$ cat config.mk
export PLATFORM = sky130hd
export DESIGN_NAME = lcg_run_ctrl
export DESIGN_NICKNAME = d
export VERILOG_FILES = /design/src/rtl/lcg_pkg.sv /design/src/rtl/lcg_watchdog.sv /design/src/rtl/lcg_run_ctrl.sv
export SDC_FILE = /design/constraint.sdc
export NUM_CORES = 1
export LEC_CHECK = 0
export ABC_AREA = 1
export BUFFER_PORTS_ARGS = -buffer_cell sky130_fd_sc_hd__buf_2
export CAP_MARGIN = 25
export CELL_PAD_IN_SITES_DETAIL_PLACEMENT = 1
export CELL_PAD_IN_SITES_GLOBAL_PLACEMENT = 1
export CORE_MARGIN = 2
export CORE_UTILIZATION = 40
export DETAILED_ROUTE_END_ITERATION = 8
export GPL_TIMING_DRIVEN = 1
export HOLD_SLACK_MARGIN = 0.03
export PLACE_DENSITY = 0.84
export REMOVE_ABC_BUFFERS = 1
export SYNTH_ARGS = -nofsm -noshare
export SYNTH_HDL_FRONTEND = slang
export SYNTH_SLANG_ARGS = --single-unit
$ cat constraint.sdc
create_clock -name CLK -period 4.4 [get_ports CLK]
set_input_delay 0.66 -clock CLK [delete_from_list [all_inputs] [get_ports CLK]]
set_output_delay 0.66 -clock CLK [all_outputs]
set_load 0.02 [all_outputs]
$ cat src/rtl/lcg_pkg.sv
`default_nettype none
// ============================================================================
// Module      : lcg_pkg
// Description : Shared state encoding, error codes and default widths for the
//               LCG run controller.
// Revision    : 1.0 - initial release
// ============================================================================
package lcg_pkg;

    localparam int LCG_CNT_W = 12;
    localparam int LCG_SUM_W = 16;

    typedef logic [2:0] state_t;

    localparam state_t ST_IDLE   = 3'd0;
    localparam state_t ST_CLEAR  = 3'd1;
    localparam state_t ST_RUN    = 3'd2;
    localparam state_t ST_SETTLE = 3'd3;
    localparam state_t ST_DONE   = 3'd4;

    localparam logic [1:0] ERR_OK   = 2'b00;
    localparam logic [1:0] ERR_ZERO = 2'b01;
    localparam logic [1:0] ERR_TMO  = 2'b10;

endpackage : lcg_pkg
`default_nettype wire

$ cat src/rtl/lcg_watchdog.sv
`default_nettype none
// ============================================================================
// Module      : lcg_watchdog
// Description : Free-running run watchdog; expires when the counter is all ones.
// Revision    : 1.0 - initial release
// ============================================================================
module lcg_watchdog
    import lcg_pkg::*;
#(
    parameter int TMO_W = 20
) (
    input  logic CLK,
    input  logic RST,
    input  logic clr,
    input  logic en,
    output logic expired
);

    logic [TMO_W-1:0] r_cnt;

    always_ff @(posedge CLK or posedge RST) begin
        if (RST) begin
            r_cnt <= '0;
        end else if (clr) begin
            r_cnt <= '0;
        end else if (en) begin
            r_cnt <= r_cnt + 1'b1;
        end
    end

    assign expired = (r_cnt == '1);

endmodule : lcg_watchdog
`default_nettype wire

$ cat src/rtl/lcg_run_ctrl.sv
`default_nettype none
// ============================================================================
// Module      : lcg_run_ctrl
// Description : Clears and runs the LCG sum generator, captures its sum and
//               returns it on a valid/ready result port with error flags.
// Revision    : 1.0 - initial release
// ============================================================================
module lcg_run_ctrl
    import lcg_pkg::*;
#(
    parameter int CNT_W      = LCG_CNT_W,
    parameter int SUM_W      = LCG_SUM_W,
    parameter int CLR_CYC    = 4,
    parameter int SETTLE_CYC = 4,
    parameter int TMO_W      = 20
) (
    input  logic             CLK,
    input  logic             RST,
    input  logic             start,
    input  logic [CNT_W-1:0] count,
    output logic             busy,
    output logic             LCG_sig,
    output logic [CNT_W-1:0] number,
    input  logic             lcg_ready,
    input  logic [SUM_W-1:0] lcg_sum,
    output logic             res_valid,
    input  logic             res_ready,
    output logic [SUM_W-1:0] res_sum,
    output logic [1:0]       res_err
);

    localparam int c_CLR_W = $clog2(CLR_CYC + 1);
    localparam int c_SET_W = $clog2(SETTLE_CYC + 1);
    localparam logic [c_CLR_W-1:0] c_CLR_LAST = c_CLR_W'(CLR_CYC - 1);
    localparam logic [c_SET_W-1:0] c_SET_LAST = c_SET_W'(SETTLE_CYC - 1);

    state_t             r_state;
    state_t             w_next;
    logic [CNT_W-1:0]   r_number;
    logic [c_CLR_W-1:0] r_clr_cnt;
    logic [c_SET_W-1:0] r_set_cnt;
    logic [SUM_W-1:0]   r_res_sum;
    logic [1:0]         r_res_err;
    logic               w_zero;
    logic               w_expired;
    logic               w_wd_clr;
    logic               w_wd_en;

    assign w_zero = (count == '0);

    lcg_watchdog #(
        .TMO_W (TMO_W)
    ) u_watchdog (
        .CLK     (CLK),
        .RST     (RST),
        .clr     (w_wd_clr),
        .en      (w_wd_en),
        .expired (w_expired)
    );

    always_ff @(posedge CLK or posedge RST) begin
        if (RST) begin
            r_state <= ST_IDLE;
        end else begin
            r_state <= w_next;
        end
    end

    always_comb begin
        w_next = r_state;
        case (r_state)
            ST_IDLE: begin
                if (start) begin
                    w_next = w_zero ? ST_DONE : ST_CLEAR;
                end
            end
            // A Ready left over from the previous run must fall before enabling.
            ST_CLEAR: begin
                if ((r_clr_cnt == c_CLR_LAST) && !lcg_ready) begin
                    w_next = ST_RUN;
                end
            end
            ST_RUN: begin
                if (lcg_ready) begin
                    w_next = ST_SETTLE;
                end else if (w_expired) begin
                    w_next = ST_DONE;
                end
            end
            ST_SETTLE: begin
                if (r_set_cnt == c_SET_LAST) begin
                    w_next = ST_DONE;
                end
            end
            ST_DONE: begin
                if (res_ready) begin
                    w_next = ST_IDLE;
                end
            end
            default: w_next = ST_IDLE;
        endcase
    end

    always_comb begin
        busy      = (r_state != ST_IDLE);
        LCG_sig   = (r_state == ST_RUN) || (r_state == ST_SETTLE);
        res_valid = (r_state == ST_DONE);
        w_wd_en   = (r_state == ST_RUN);
        w_wd_clr  = (r_state != ST_RUN);
    end

    always_ff @(posedge CLK or posedge RST) begin
        if (RST) begin
            r_number  <= '0;
            r_clr_cnt <= '0;
            r_set_cnt <= '0;
            r_res_sum <= '0;
            r_res_err <= ERR_OK;
        end else begin
            case (r_state)
                ST_IDLE: begin
                    r_clr_cnt <= '0;
                    if (start) begin
                        r_number <= count;
                        if (w_zero) begin
                            r_res_sum <= '0;
                            r_res_err <= ERR_ZERO;
                        end
                    end
                end
                ST_CLEAR: begin
                    if (r_clr_cnt != c_CLR_LAST) begin
                        r_clr_cnt <= r_clr_cnt + 1'b1;
                    end
                end
                ST_RUN: begin
                    r_set_cnt <= '0;
                    if (!lcg_ready && w_expired) begin
                        r_res_sum <= '0;
                        r_res_err <= ERR_TMO;
                    end
                end
                // The generator's sum trails Ready by a step, so sample late.
                ST_SETTLE: begin
                    r_set_cnt <= r_set_cnt + 1'b1;
                    if (r_set_cnt == c_SET_LAST) begin
                        r_res_sum <= lcg_sum;
                        r_res_err <= ERR_OK;
                    end
                end
                default: begin
                end
            endcase
        end
    end

    assign number  = r_number;
    assign res_sum = r_res_sum;
    assign res_err = r_res_err;

endmodule : lcg_run_ctrl
`default_nettype wire
==> results.cfg <==
[logic_synthesis]
seq_area_frac_synth_pct = 49.75
synth_area_leader_cell = dfrtp_1
synth-main-ff-cell = dfrtp_1
ys_seq_elements = 59
yosys-top-cells-area = dfrtp_1 50%, nand2_1 11%, nor2_1 7.8%
most_frequent_cell_after_synthesis = nand2_1
ys_top_cells_by_count = 88 x nand2_1, 62 x nor2_1, 59 x dfrtp_1
post_synth.cell_area_avg_um2 = 8.198
netlist.area_leader.share_pct = 49.75
yosysWarningCount = 0
synth.distinct_cells = 33
async_flop_share_pct = 100.0
synth_area_um2 = 2968
synth_enable_flop_cells = 0
syn_inst = 362

[finish]
finish.instance_area_um2 = 3593
multi_input_comb_area_um2 = 1267
insertedDiodeCount = 0
filler_cell_count = 919
layout_nets = 470
area_occupied_by_registers_um2 = 1476
synthToLayoutAreaGrowth_pct = 21.08
share_of_final_layout_standard_cells_stronger_than_drive_strength_1_pct = 25.63

[floorplan]
fp.dieW_um = 90.14
initial_core_util_pct = 41.14
floorplan.rows = 31
dieHeight_um = 90.14
pin_count = 66
die_area_um2 = 8124
placeableCoreArea_um2 = 7214

[setup_path]
timing.critical_path.slowest_stage_cell = dfrtp_1
reg2regPathDepth = 7
arrival_time_of_the_worst_setup_path_ns = 1.53
timing.reg2reg.setup_slack_ns = 2.37
worstReg2RegEnd = res_sum[3]
crit_path_cell_trace = nor3_4 > inv_1 > buf_2
start_kind = flop
critical-path-max-stage-delay_ns = 0.49
critPathTopFamily = flip-flops
crit_buf_inv = 2
worst-setup-path-type = reg -> out
worstSetupEndpointType = output pin
cp_max_fo = 7
critical_path.reg2reg.startpoint = r_state[1]
timing.critical_path.required_ns = 3.74

[timing]
skew_ns = 0.006123
slew-limit-headroom_pct = 63.40
worstMarginPinSlew_ns = 0.5481
fin_tns_setup_ns = 0
setup_repair_after_global_routing_missed_its_margin = false
max_clock_freq_mhz = 456.2
final_hold_viol_count = 0
min_period_ns = 2.192
final_cycle_share_pct = 49.82
max_slew_violation_count = 0
hold_slack_ns = 0.3572
setup_viol = 0

[place]
gp_routability_congestion = 0.7850
hpwl_mm = 5.444
placedInstanceArea_um2 = 3381
port_buffers = 65

[drt]
routed_wirelength_mm = 7.645
antenna_violation_net_count_after_detailed_routing = 0
drt_iter0_drcs = 50
wl_per_cell_um = 14.26
routed-via-count = 2578
drcViolationCount = 0
routed_vias_inst = 4.810
drt_first_pass_iters = 4

[power]
cellLeakagePower_nw = 1.890
maximum_resistive_drop_on_vdd_mv = 0.4049
p_per_area_nw_per_um2 = 600.6

[flow_run]
drv_cap = 0

[global_routing]
globalRouteTotalUtil_pct = 19.95
gr_ovfl_total = 0
grt_start_max_net_pins = 38
antenna_found_initial = 0
grt_pass1_wl_mm = 12.96
first_global_vias = 2717

[clock_tree]
numClockSinks = 59
cts_setup_buffers = 0
cts.htree.levels = 3
worstSkewPairLatency_ns = 0.34
clock_root_buffer = clkbuf_8
cts-buffers-inserted = 9
clk_pin_slew_ns = 0.07
post_cts.resized_instances = 0
bufs_on_longest_clock_path = 2
cts-hold-fix-buffers = 0
cts_tree = yes

[min_path]
hold_class = in -> async

[run_status]
run_status = complete, no violations
==> sequential cells by signal, indices dropped and copies added, names as in the netlist <==
register,cells
number,12
u_watchdog.r_cnt,20
r_clr_cnt,3
res_sum,16
res_err,2
r_set_cnt,3
r_state,3
==> final cells by class <==
type	instances	share of cell area [%]
Timing Repair Buffer	66	9.262
Clock inverter	4	1.323
Multi-Input combinational cell	248	35.27
Sequential cell	59	41.09
Clock buffer	12	4.596
Tap cell	99	3.447
Inverter	48	5.014
==> metrics by stage <==
stage / worst slack (ns) / total power [W] / std cells / util [%]
floorplan: 2.284 / 0.001358 / 355 / -
detailed placement: 2.366 / 0.001646 / 520 / 46.86
global route: 2.127 / 0.002301 / 536 / 49.81
global placement: 2.467 / 0.001601 / 520 / 46.86
finish: 2.208 / 0.002158 / 536 / 49.81
CTS: 2.177 / 0.002186 / 536 / 49.81
==> report_power, final <==
part / internal (W) / switching [W] / leakage [nW]
clock: 0.000306 / 0.000225 / 0.108
sequential: 0.000685 / 0.0000976 / 0.774
combinational: 0.000280 / 0.000564 / 1.01
==> cells in the final DEF (no fill, tap or decap), types with 12 or more instances in the layout <==
cell,synthesis,final
nand2_1,88,88
buf_2,2,65
nor2_1,62,62
dfrtp_1,59,59
inv_1,45,44
nand3_1,27,27
mux2_2,12,12
clkbuf_8,0,12
==> logic make-up (layout without fill, tap and decap cells) <==
| kind of cell | Yosys count | count (layout) | synth area share (%) |
|---|---|---|---|
| adder cells (fa/ha/maj) | 5 | 5 | 2.108 |
| XOR/XNOR | 3 | 3 | 0.8855 |
| buffers and inverters | 55 | 130 | 7.546 |
| AO/OA/AOI/OAI | 23 | 23 | 4.890 |
| flip-flops | 59 | 59 | 49.75 |
| multiplexers | 12 | 12 | 4.553 |
| AND/OR/NAND/NOR | 205 | 205 | 30.27 |
==> layer usage <==
metal / vias to the layer above / wire, µm / GRT usage [%]
li1: 1280 / - / -
met1: 1237 / 3357 / 23.77
met2: 52 / 3870 / 35.28
met3: 9 / 312 / 4.778
met5: - / 0 / 0
met4: 0 / 104 / 6.795
==> worst max path at each step <==
stage,from,to,slack [ns],depth (start not counted)
after global placement,count[3],res_sum[14],2.47,8
after CTS,r_state[1],busy,2.18,3
after global routing,r_state[1],busy,2.13,3
after detailed placement,count[4],res_sum[7],2.37,8
final,r_state[1],busy,2.21,3
after floorplan,RST,number[0],2.28,1
Power figures use the tool's default switching activity.
